**config.mk**
```make
export PLATFORM = sky130hd
export DESIGN_NAME = mux4_rr_sched
export DESIGN_NICKNAME = d
export VERILOG_FILES = /design/src/rtl/mux4_rr_sched_pkg.sv /design/src/rtl/mux4_rr_sched_data.sv /design/src/rtl/mux4_rr_sched.sv
export SDC_FILE = /design/constraint.sdc
export NUM_CORES = 1
export LEC_CHECK = 0
export CORE_MARGIN = 1
export CORE_UTILIZATION = 41
export CTS_CLUSTER_SIZE = 40
export DETAILED_ROUTE_END_ITERATION = 12
export GPL_TIMING_DRIVEN = 0
export PLACE_DENSITY_LB_ADDON = 0.1
export SYNTH_ARGS = -nofsm -noshare
export SYNTH_HDL_FRONTEND = slang
export SYNTH_SLANG_ARGS = --single-unit
```
**constraint.sdc**
```tcl
create_clock -name clk -period 1.75 [get_ports clk]
set_input_delay 0.35 -clock clk [delete_from_list [all_inputs] [get_ports clk]]
set_output_delay 0.35 -clock clk [all_outputs]
set_load 0.01 [all_outputs]
```
**src/rtl/mux4_rr_sched_pkg.sv**
```systemverilog
// Shared definitions for the round-robin 4:1 mux scheduler: state encoding,
// requester/select/counter widths and the rotating-priority search.
package mux4_rr_pkg;

  localparam logic [0:0] IDLE  = 1'b0;
  localparam logic [0:0] GRANT = 1'b1;

  localparam int NUM_REQ = 4;
  localparam int SEL_W   = 2;
  localparam int CNT_W   = 4;

  // First requester with req set, searching ptr, ptr+1, ... modulo 4.
  // The loop runs from the farthest offset down, so the nearest hit wins.
  function automatic logic [SEL_W-1:0] rr_pick(input logic [NUM_REQ-1:0] req,
                                               input logic [SEL_W-1:0]   ptr);
    logic [SEL_W-1:0] pick;
    logic [SEL_W-1:0] idx;
    pick = ptr;
    for (int k = NUM_REQ - 1; k >= 0; k--) begin
      idx = ptr + SEL_W'(k);
      if (req[idx]) begin
        pick = idx;
      end
    end
    return pick;
  endfunction

endpackage

```
**src/rtl/mux4_rr_sched_data.sv**
```systemverilog
// Shared 4:1 datapath mux: picks one DATA_W-bit word out of four by {s1,s0}.
module mux4_data #(
  parameter int DATA_W = 8
) (
  input  logic                  s1,
  input  logic                  s0,
  input  logic [4*DATA_W-1:0]   in_data,
  output logic [DATA_W-1:0]     out_data
);

  // Word select driven by the scheduler's select lines.
  always_comb begin
    out_data = in_data[{s1, s0}*DATA_W +: DATA_W];
  end

endmodule

```
**src/rtl/mux4_rr_sched.sv**
```systemverilog
// Round-robin, burst-limited scheduler in front of a shared 4:1 mux with a
// one-entry registered output stage and a valid/ready downstream handshake.
module mux4_rr_sched
  import mux4_rr_pkg::*;
#(
  parameter int DATA_W    = 8,
  parameter int MAX_BURST = 4
) (
  input  logic                        clk,
  input  logic                        rst_n,
  input  logic [NUM_REQ-1:0]          req,
  input  logic [NUM_REQ*DATA_W-1:0]   in_data,
  output logic [NUM_REQ-1:0]          gnt,
  output logic                        s1,
  output logic                        s0,
  output logic                        out_valid,
  output logic [DATA_W-1:0]           out_data,
  input  logic                        out_ready,
  output logic                        busy
);

  logic [0:0]        state_reg;
  logic [SEL_W-1:0]  ptr_reg;
  logic [SEL_W-1:0]  owner_reg;
  logic [CNT_W-1:0]  cnt_reg;
  logic              out_valid_reg;
  logic [DATA_W-1:0] out_data_reg;

  logic [DATA_W-1:0] mux_word;
  logic [SEL_W-1:0]  winner;
  logic              load_en;
  logic              in_grant;
  logic              beat;
  logic              last_beat;
  logic              rel_now;

  // Select lines follow the registered owner, so they hold through IDLE.
  assign s1 = owner_reg[1];
  assign s0 = owner_reg[0];

  mux4_data #(
    .DATA_W   (DATA_W)
  ) u_mux (
    .s1       (s1),
    .s0       (s0),
    .in_data  (in_data),
    .out_data (mux_word)
  );

  // Beat acceptance and release decisions for the current cycle.
  always_comb begin
    load_en   = !out_valid_reg || out_ready;
    in_grant  = (state_reg == GRANT);
    beat      = in_grant && req[owner_reg] && load_en;
    last_beat = beat && ((cnt_reg + CNT_W'(1)) == CNT_W'(MAX_BURST));
    rel_now   = in_grant && (!req[owner_reg] || last_beat);
    winner    = rr_pick(req, ptr_reg);
    gnt       = beat ? (NUM_REQ'(1) << owner_reg) : '0;
  end

  assign busy      = in_grant;
  assign out_valid = out_valid_reg;
  assign out_data  = out_data_reg;

  // Output register: load on an accepted beat, drain when consumed.
  always_ff @(posedge clk or negedge rst_n) begin
    if (!rst_n) begin
      out_valid_reg <= 1'b0;
      out_data_reg  <= '0;
    end else if (beat) begin
      out_valid_reg <= 1'b1;
      out_data_reg  <= mux_word;
    end else if (out_valid_reg && out_ready) begin
      out_valid_reg <= 1'b0;
    end
  end

  // Arbitration FSM: pick an owner in IDLE, stream its burst in GRANT.
  always_ff @(posedge clk or negedge rst_n) begin
    if (!rst_n) begin
      state_reg <= IDLE;
      ptr_reg   <= '0;
      owner_reg <= '0;
      cnt_reg   <= '0;
    end else begin
      case (state_reg)
        IDLE: begin
          if (|req) begin
            owner_reg <= winner;
            cnt_reg   <= '0;
            state_reg <= GRANT;
          end
        end
        default: begin
          if (rel_now) begin
            state_reg <= IDLE;
            ptr_reg   <= owner_reg + SEL_W'(1);
            cnt_reg   <= '0;
          end else if (beat) begin
            cnt_reg   <= cnt_reg + CNT_W'(1);
          end
        end
      endcase
    end
  end

endmodule

```
======== After elaboration in Yosys (flattened, before gate mapping) ========
Cells that the tools add are included.
operators by class
  shifts and indexed selects .............. 2
  eq/ne operators ......................... 2
  bitwise logic cells ..................... 1
  add/sub/neg operators ................... 5
  mux-type cells .......................... 24
  $mul .................................... 0
  divide/modulo/power cells ............... 0
  reductions and logical operators ........ 15
  magnitude comparators ................... 5
operators by type and width
  operator               count
  $shiftx A32 B6 Y8      1
  $mux W4                5
  $lt A2 B3 Y1 const B   5
  $bmux W1 S2            5
  $mux W1                10
  $mux W2                4
  $reduce_and A2 Y1      3
  $logic_and A1 B1 Y1    5
  $add A2 B1 Y2 const B  2
  $add A2 B2 Y2 const B  2
  $add A4 B1 Y4 const B  1
  $eq A4 B3 Y1 const B   1
  $reduce_bool A2 Y1     2
  $reduce_or A4 Y1       1
  $shl A1 B2 Y4 const A  1
  $ne A3 B1 Y1 const B   1
  $logic_not A1 Y1       2
  $logic_or A1 B1 Y1     2
  $not A1 Y1             1
storage, ports and cells
  bits of input ports ..................... 39
  bits in writable memories ............... 0
  memories kept ........................... 0
  output and inout bits ................... 16
  bits in read-only memories .............. 0
  bits in latches ......................... 0
  register bits after elaboration ......... 18

======== Logic depth before layout (Yosys ltp) ========
Gate-level depths: netlist (run 1).
  depth after elaboration ................. 9
  mapped depth ............................ 5
  mapped depth without buffers ............ 5

======== Hierarchy ========
Synthesis (run 1) repeated with hierarchy kept, for this count alone.
unflattened totals
  cell total of the unflattened synthesis .. 105
  area total of the unflattened synthesis .. 1,231.2 µm²
modules (own cells, without submodules)
  module         instances  cells an instance  area an instance (µm²)
  mux4_rr_sched  1          95                 1,034.7
  mux4_data      1          10                 196.4

======== Least setup slack after synthesis (run 1) ========
No wires, ideal clock.
  kind .................................... register to output
  from .................................... reg owner_reg[1]
  to ...................................... out gnt[0]
  required time ........................... 1.400 ns
  stages on the path, launching flop included .. 5
  setup slack ............................. 0.032 ns
  arrival ................................. 1.368 ns
  cells stage by stage .................... dfrtp_1 buf_4 mux2i_2 o22ai_1 and3_1
on the way
  longest elaborated chain between the ends .. 5
  elaborated cells between the ends (all ways) .. 6
  classes of those cells .................. 1 x shift; 3 x mux; 2 x reduce/logical
ends and longest elaborated chain
  what                              line                 source
  from (decl)                       mux4_rr_sched.sv:24  logic [SEL_W-1:0] owner_reg;
  from (signal assigned)            mux4_rr_sched.sv:89  owner_reg <= winner;
  $bmux W1 S2                       mux4_rr_sched.sv:54  beat = in_grant && req[owner_reg] && load_en;
  $mux W1 (implied by the code)     mux4_rr_sched.sv:54
  $logic_and A1 B1 Y1 (2 in a row)  mux4_rr_sched.sv:54
  $mux W4 *                         mux4_rr_sched.sv:58  gnt = beat ? (NUM_REQ'(1) << owner_reg) : '0;
  to (decl)                         mux4_rr_sched.sv:13  output logic [NUM_REQ-1:0] gnt,
Every way passes the cells marked *; elsewhere a longest branch is shown, timed or not. The select of a mux whose other input is x is not followed.

======== Worst setup path after layout (run 1) ========
  from .................................... reg owner_reg[1]
  to ...................................... out gnt[2]
Same word-level chain as after synthesis.

==> results of run 1 <==
power by group:
| part | switching, mW | internal (mW) |
|---|---|---|
| Clock | 0.139 | 0.127 |
| Combinational | 0.782 | 1.21 |
| Sequential | 0.174 | 0.609 |
| Total | 1.10 | 1.94 |
metrics by stage:
| step | setup TNS, ns | utilization [%] |
|---|---|---|
| detailed placement | -7.71 | 64.1 |
| global placement | -6.91 | 64.1 |
| floorplan | 0 | - |
| global route | -2.33 | 72.0 |
| CTS | -1.45 | 70.7 |
| finish | -1.65 | 72.0 |
area by class of cell:
cell class                 count  area share (%)
buffer                         3            1.39
clock buffer                   4            1.83
inverter                       5           0.946
multi-input combinational     76            39.9
sequential                    18            22.9
tap                           31            1.95
timing repair buffer          63            31.1
critical path, delay by kind of cell, from the launching register on:
kind	cells	cell delay [ns]
and+or+nand+nor	1	0.18
buffers and inverters	3	0.37
DFF	1	0.45
AOI/OAI and AO/OA	1	0.20
muxes	1	0.19
Yosys cell counts, types with 2 or more instances:
| library cell | count | area [µm²] |
|---|---|---|
| sky130_fd_sc_hd__mux2i_1 | 2 | 20.0 |
| sky130_fd_sc_hd__dfrtp_1 | 18 | 450 |
| sky130_fd_sc_hd__o22ai_1 | 2 | 12.5 |
| sky130_fd_sc_hd__a21oi_1 | 5 | 25.0 |
| sky130_fd_sc_hd__nor2_1 | 3 | 11.3 |
| sky130_fd_sc_hd__a31oi_1 | 2 | 12.5 |
| sky130_fd_sc_hd__nor2b_1 | 3 | 18.8 |
| sky130_fd_sc_hd__o21ai_0 | 7 | 35.0 |
| sky130_fd_sc_hd__inv_1 | 5 | 18.8 |
| sky130_fd_sc_hd__nand2b_1 | 3 | 18.8 |
| sky130_fd_sc_hd__nand2_1 | 7 | 26.3 |
| sky130_fd_sc_hd__and3_1 | 5 | 31.3 |
| sky130_fd_sc_hd__mux4_2 | 8 | 180 |
| sky130_fd_sc_hd__mux2_2 | 10 | 113 |
| sky130_fd_sc_hd__ha_1 | 5 | 62.6 |
| sky130_fd_sc_hd__a21o_1 | 2 | 15.0 |
worst max-delay path by stage:
stage | start | endpoint | cells past startpoint
final | owner_reg[1] | gnt[2] | 6
after detailed placement | req[1] | gnt[2] | 5
after floorplan | owner_reg[1] | gnt[0] | 4
after global routing | owner_reg[1] | gnt[1] | 6
after CTS | owner_reg[1] | gnt[2] | 6
after global placement | req[1] | gnt[0] | 5
cell families (layout without fill, tap and decap cells):
family	after synthesis	in the layout	share of synthesized area (%)
buffers and inverters	8	75	2.95
muxes	21	21	27.5
DFF	18	18	37.9
and+or+nand+nor	27	27	13.5
adders and majority gates	5	5	5.27
AOI/OAI and AO/OA	23	23	12.9
per-layer routing:
metal	vias to the layer above	track usage [%]	wire, µm
met3	4	4.88	141
met4	0	7.32	47
met1	564	24.4	1260
met2	29	45.8	1900
li1	520	-	-
met5	-	0	0
repair_timing:
action                                 in CTS  in global routing
endpoints found under the hold margin       0                  0
pin swaps                                   6                  2
gates cloned                                0                  0
setup endpoints to repair                  14                 16
hold buffers                                0                  0
setup buffers                               7                  2
gates resized for setup                    47                  5
==> qor.tcl, run 1 <==
set qor(status) {complete, but fails checks}
set qor(layoutNonFillerInstCount) 200
set qor(critical_path.max_stage_delay_ns) 0.45
set qor(worst_reg2reg_startpoint) {owner_reg[1]}
set qor(overall_global_routing_usage_pct) 23.3
set qor(critPathRequiredTime_ns) 1.40
set qor(place.detailed.hpwl_um) 2310
set qor(detail_route.first_pass.iterations) 4
set qor(crit_path_frequent_cell) {sky130_fd_sc_hd__buf_6}
set qor(area_growth_pct) 67.1
set qor(ioPinCount) 55
set qor(standard_cell_with_the_maximum_stage_delay_on_the_critical_path) {sky130_fd_sc_hd__dfrtp_2}
set qor(core_footprint_mm2) 0.00276
set qor(max_ffs_per_register) 8
set qor(drtIter0Drc) 21
set qor(avgRoutedWirePerCell_um) 16.8
set qor(final_critical_path_setup_slack_ns) -0.292
set qor(total_of_endpoints_with_negative_setup_slack_in_the_final_report) 12
set qor(reg2regPathDepth) 6
set qor(multi_input_comb_area_um2) 792
set qor(ys_types) 31
set qor(timing.reg2reg.setup_slack_ns) -0.08
set qor(grt_first_pass_wirelength_um) 5510
set qor(timing.final.crit_share_pct) 117
set qor(synth_seq_cells) 18
set qor(nets) 214
set qor(seq_area_frac_synth_pct) 37.9
set qor(floorplan.initialDensity_pct) 43.1
set qor(dp.cells) 187
set qor(min_period_ns) 2.04
set qor(die_area_mm2) 0.00312
set qor(synth_async_sr_flop_share_pct) 100
set qor(detail_route.wirelength_um) 3350
set qor(skew_ns) 0.00928
set qor(static_leakage_nw) 0.859
set qor(dominantRegCellSynth) {sky130_fd_sc_hd__dfrtp_1}
set qor(power_per_cell_area_mw_per_mm2) 1530
set qor(clk_pin_slew_worst_paths_ns) 0.11
set qor(report.final.hold_viol_count) 0
set qor(tritoncts) {yes}
set qor(detail-route-antenna-nets) 0
set qor(crit_path_start_kind) {register}
set qor(crit_path_end_kind) {primary output}
set qor(crit_path_max_fanout) 5
set qor(total_power_mw) 3.04
set qor(numCtsBuffers) 3
set qor(cp_data_arrival_time_ns) 1.69
set qor(vias_in_the_first_global_route) 1181
set qor(finalMaxSlewViolations) 0
set qor(maxClockFrequency_mhz) 490
set qor(fillers) 190
set qor(initial_antenna_violation_count) 0
set qor(max_slew_margin_pct) 43.7
set qor(mappedNetlistNets) 146
set qor(clock-sinks) 18
set qor(yosysWarningCount) 0
set qor(number_of_buffer_cells_added_on_primary_ports) 54
set qor(timing_worst_slew_pin_value_ns) 0.841
set qor(globalRouteOverflowTotal) 0
set qor(remaining_drc_errors) 0
set qor(fin_area_mm2) 0.00198
set qor(syn_area_per_cell_um2) 11.6
set qor(chip_height_um) 55.8
set qor(ir_drop_worst_vdd_mv) 1.10
set qor(crit_type) {reg2out}
set qor(route.detailed.vias_per_inst) 5.59
set qor(grt_setup_unrepaired) {true}
set qor(place_congestion) 0.796
set qor(dr_total_vias) 1117
set qor(floorplan.die.width_um) 55.8
set qor(synth-edff-count) 0
set qor(insertion_delay_ns) 0.31
set qor(mapped_cells) 102
set qor(crit_chain) {buf_6 > mux2i_4 > o22ai_4 > buf_6 > and3_4 > buf_6}
set qor(clk_root_buffer_cell) {sky130_fd_sc_hd__clkbuf_4}
set qor(layout.cells.most_common_list) {46 x sky130_fd_sc_hd__clkdlybuf4s50_1, 15 x sky130_fd_sc_hd__dfrtp_1, 8 x sky130_fd_sc_hd__mux4_2, 8 x sky130_fd_sc_hd__mux2_4}
set qor(buffers_from_clock_root_to_sink_at_most) 2
set qor(grt_max_degree) 19
set qor(place_worst_setup_slack_ns) -0.955
set qor(layout.cells.most_common) {sky130_fd_sc_hd__clkdlybuf4s50_1}
set qor(n_antenna_cell) 0
set qor(failed_checks) {negative setup slack}
set qor(hold_slack_ns) 0.510
set qor(hp-class) {in2async}
set qor(sequential_cell_area_um2) 454
set qor(worst_r2r_endpoint) {out_data[0]}
set qor(maxCapViolCount) 0
set qor(h-tree-depth) 1
set qor(fraction_of_layout_cells_with_a_size_suffix_above_1_pct) 30.8
set qor(placementRows) 19
set qor(placed_instance_area_mm2) 0.00177
set qor(synthesis.area_mm2) 0.00119
(Power assumes the default switching activity.)
==> run 2, diff against run 1 <==
--- a/config.mk
+++ b/config.mk
@@ -11,6 +11,7 @@
 export DETAILED_ROUTE_END_ITERATION = 12
 export GPL_TIMING_DRIVEN = 0
 export PLACE_DENSITY_LB_ADDON = 0.1
+export SLEW_MARGIN = 20
 export SYNTH_ARGS = -nofsm -noshare
 export SYNTH_HDL_FRONTEND = slang
 export SYNTH_SLANG_ARGS = --single-unit
==> results of run 2 <==
Same layout as run 1: the final DEF is identical, and so are final timing and power.
==> run 3, diff against run 2 <==
--- a/config.mk
+++ b/config.mk
@@ -5,12 +5,13 @@
 export SDC_FILE = /design/constraint.sdc
 export NUM_CORES = 1
 export LEC_CHECK = 0
-export CORE_MARGIN = 1
-export CORE_UTILIZATION = 41
+export ABC_AREA = 1
+export CORE_MARGIN = 2
+export CORE_UTILIZATION = 43
 export CTS_CLUSTER_SIZE = 40
 export DETAILED_ROUTE_END_ITERATION = 12
 export GPL_TIMING_DRIVEN = 0
-export PLACE_DENSITY_LB_ADDON = 0.1
+export PLACE_DENSITY_LB_ADDON = 0.3
 export SLEW_MARGIN = 20
 export SYNTH_ARGS = -nofsm -noshare
 export SYNTH_HDL_FRONTEND = slang
==> run 3 against run 2 <==
Against the previous run: the run still ends with negative setup slack left; flip-flop and latch count stayed put; sequential share of layout area decreased by 1.7 points; clock-buffer cell count unchanged; maximum frequency is 3.4% higher; largest power group unchanged; highest routed layer unchanged.
==> qor.tcl, run 3 <==
set qor(n_antenna_cell) 0
set qor(hp-class) {reg2reg}
set qor(avgRoutedWirePerCell_um) 12.2
set qor(final_core_utilization_pct) 70.3
set qor(die_area_mm2) 0.00363
set qor(synth-edff-count) 0
set qor(synth.mux.area_fraction_pct) 0
set qor(detail-route-antenna-nets) 0
set qor(crit_path_max_fanout) 5
set qor(number_of_buffer_cells_added_on_primary_ports) 54
set qor(synthesis.area_mm2) 0.00136
set qor(route.detailed.vias_per_inst) 4.79
set qor(dp.cells) 303
set qor(max_ffs_per_register) 8
set qor(tns_ns) -0.784
set qor(fillers) 247
set qor(h-tree-depth) 1
set qor(remaining_drc_errors) 0
set qor(synth_async_sr_flop_share_pct) 100
set qor(min_period_ns) 1.98
set qor(synth_seq_cells) 18
set qor(maxClockFrequency_mhz) 506
set qor(dominantRegCellSynth) {sky130_fd_sc_hd__dfrtp_1}
set qor(clk_root_buffer_cell) {sky130_fd_sc_hd__clkbuf_4}
set qor(timing.final.crit_share_pct) 113
set qor(overall_global_routing_usage_pct) 22.9
set qor(insertion_delay_ns) 0.29
set qor(hold_slack_ns) 0.504
set qor(core_footprint_mm2) 0.00303
set qor(yosysWarningCount) 0
set qor(grt_max_degree) 19
set qor(vias_in_the_first_global_route) 1364
set qor(ioPinCount) 55
set qor(reg2regPathDepth) 14
set qor(dr_total_vias) 1527
set qor(commonest_cells_in_the_synthesized_netlist) {48 x sky130_fd_sc_hd__nand2_1, 46 x sky130_fd_sc_hd__nor2_1, 23 x sky130_fd_sc_hd__o21ai_0}
set qor(total_of_endpoints_with_negative_setup_slack_in_the_final_report) 4
set qor(timing_worst_slew_pin_value_ns) 0.820
set qor(multi_input_comb_area_um2) 783
set qor(report.final.hold_viol_count) 0
set qor(floorplan.die.width_um) 60.3
set qor(total_power_mw) 3.44
set qor(final_critical_path_setup_slack_ns) -0.226
set qor(post-synth-top-count-cell) {sky130_fd_sc_hd__nand2_1}
set qor(cp_data_arrival_time_ns) 1.63
set qor(worstHoldPathCells) 2
set qor(place.detailed.hpwl_um) 2770
set qor(layoutNonFillerInstCount) 319
set qor(yosys.area.top_type) {sky130_fd_sc_hd__dfrtp_1}
set qor(clk_pin_slew_worst_paths_ns) 0.11
set qor(skew_ns) 0.00123
set qor(placementRows) 20
set qor(combinational_family_with_the_most_area_after_synthesis) {simple AND/OR/NAND/NOR gates}
set qor(chip_height_um) 60.3
set qor(layout.cells.most_common) {sky130_fd_sc_hd__clkdlybuf4s50_1}
set qor(detail_route.wirelength_um) 3890
set qor(maxCapViolCount) 0
set qor(ys_types) 22
set qor(floorplan.initialDensity_pct) 45.0
set qor(power_per_cell_area_mw_per_mm2) 1610
set qor(post_synth_and_or_nand_nor_area_fraction_pct) 36.3
set qor(globalRouteOverflowTotal) 0
set qor(detail_route.first_pass.iterations) 4
set qor(seq_area_frac_synth_pct) 33.1
set qor(status) {complete, but fails checks}
set qor(critPathRequiredTime_ns) 1.40
set qor(grt_setup_unrepaired) {true}
set qor(static_leakage_nw) 1.06
set qor(max_slew_margin_pct) 45.2
set qor(synth_fa_ha_area_share_pct) 4.59
set qor(crit_path_end_kind) {primary output}
set qor(nets) 320
set qor(synth-xor-area-share_pct) 1.29
set qor(syn_area_per_cell_um2) 6.65
set qor(standard_cell_with_the_maximum_stage_delay_on_the_critical_path) {sky130_fd_sc_hd__clkdlybuf4s50_1}
set qor(ir_drop_worst_vdd_mv) 1.08
set qor(grt_first_pass_wirelength_um) 6190
set qor(area_growth_pct) 56.2
set qor(yosys.area.top_type_share_pct) 33.1
set qor(tritoncts) {yes}
set qor(mappedNetlistNets) 249
set qor(fraction_of_layout_cells_with_a_size_suffix_above_1_pct) 17.1
set qor(place_congestion) 0.822
set qor(initial_antenna_violation_count) 0
set qor(failed_checks) {negative setup slack}
set qor(crit_path_start_kind) {primary input}
set qor(clock-sinks) 18
set qor(critical_path.max_stage_delay_ns) 0.50
set qor(layout.cells.most_common_list) {47 x sky130_fd_sc_hd__clkdlybuf4s50_1, 45 x sky130_fd_sc_hd__nor2_1, 42 x sky130_fd_sc_hd__nand2_1}
set qor(mapped_cells) 205
set qor(post_synthesis_compound_gate_area_fraction_pct) 12.6
set qor(placed_instance_area_mm2) 0.00196
set qor(finalMaxSlewViolations) 0
set qor(sequential_cell_area_um2) 450
set qor(numCtsBuffers) 3
set qor(drtIter0Drc) 56
set qor(crit_chain) {clkdlybuf4s50_1 > nand2_1 > nand3_2 > nand2_2 > nor3_4 > buf_6 > inv_4 > nor2_1 > buf_2}
set qor(synth_area_leaders) {sky130_fd_sc_hd__dfrtp_1 33%, sky130_fd_sc_hd__nand2_1 13%, sky130_fd_sc_hd__nor2_1 13%}
set qor(crit_type) {in2out}
set qor(fin_area_mm2) 0.00213
set qor(buffers_from_clock_root_to_sink_at_most) 2
set qor(place_worst_setup_slack_ns) -0.740
run 3: worst max-delay path, delay by kind of cell:
kind | cells | cell delay [ns]
buffers and inverters | 4 | 0.82
AND/OR/NAND/NOR | 5 | 0.46
run 3: path summary, 6_finish.rpt:
check	startpoint	end	slack, ns
setup / recovery	req[3]	gnt[3]	-0.23
hold / removal	cnt_reg[3]	cnt_reg[3]	0.50
setup reg to reg	owner_reg[0]	ptr_reg[1]	0.09
hold reg to reg	cnt_reg[3]	cnt_reg[3]	0.50
max in group asynchronous	rst_n	ptr_reg[0]	0.73
min in group asynchronous	rst_n	out_data[0]	0.52
run 3: what timing repair did:
item / 4_1_cts / 5_1_grt
hold buffers: 0 / 0
endpoints found under the setup margin: 4 / 9
pin swaps: 0 / 5
gates resized for setup: 22 / 17
setup buffers: 9 / 4
cloned: 0 / 0
run 3: cell families (layout without fill, tap and decap cells):
| group | count (synthesis) | in the layout |
|---|---|---|
| fa+ha+maj | 5 | 5 |
| xor+xnor | 2 | 2 |
| buf+inv | 32 | 102 |
| compound gates | 31 | 31 |
| simple gates | 117 | 117 |
| flops | 18 | 18 |
run 3: layer usage:
layer / global-route usage (%) / routed length, µm
met5: 0 / 0
met4: 8.89 / 57
met2: 39.8 / 1870
met3: 2.60 / 170
met1: 28.8 / 1800
run 3: layout make-up:
| type | count | area share, % |
|---|---|---|
| Inverter | 23 | 4.29 |
| Timing Repair Buffer | 66 | 29.2 |
| Clock buffer | 4 | 1.70 |
| Buffer | 9 | 4.23 |
| Multi-Input combinational cell | 155 | 36.8 |
| Tap cell | 44 | 2.59 |
| Sequential cell | 18 | 21.2 |
run 3: where the power goes:
part | switching, mW | internal [mW]
Clock | 0.136 | 0.127
Sequential | 0.122 | 0.600
Combinational | 1.30 | 1.15
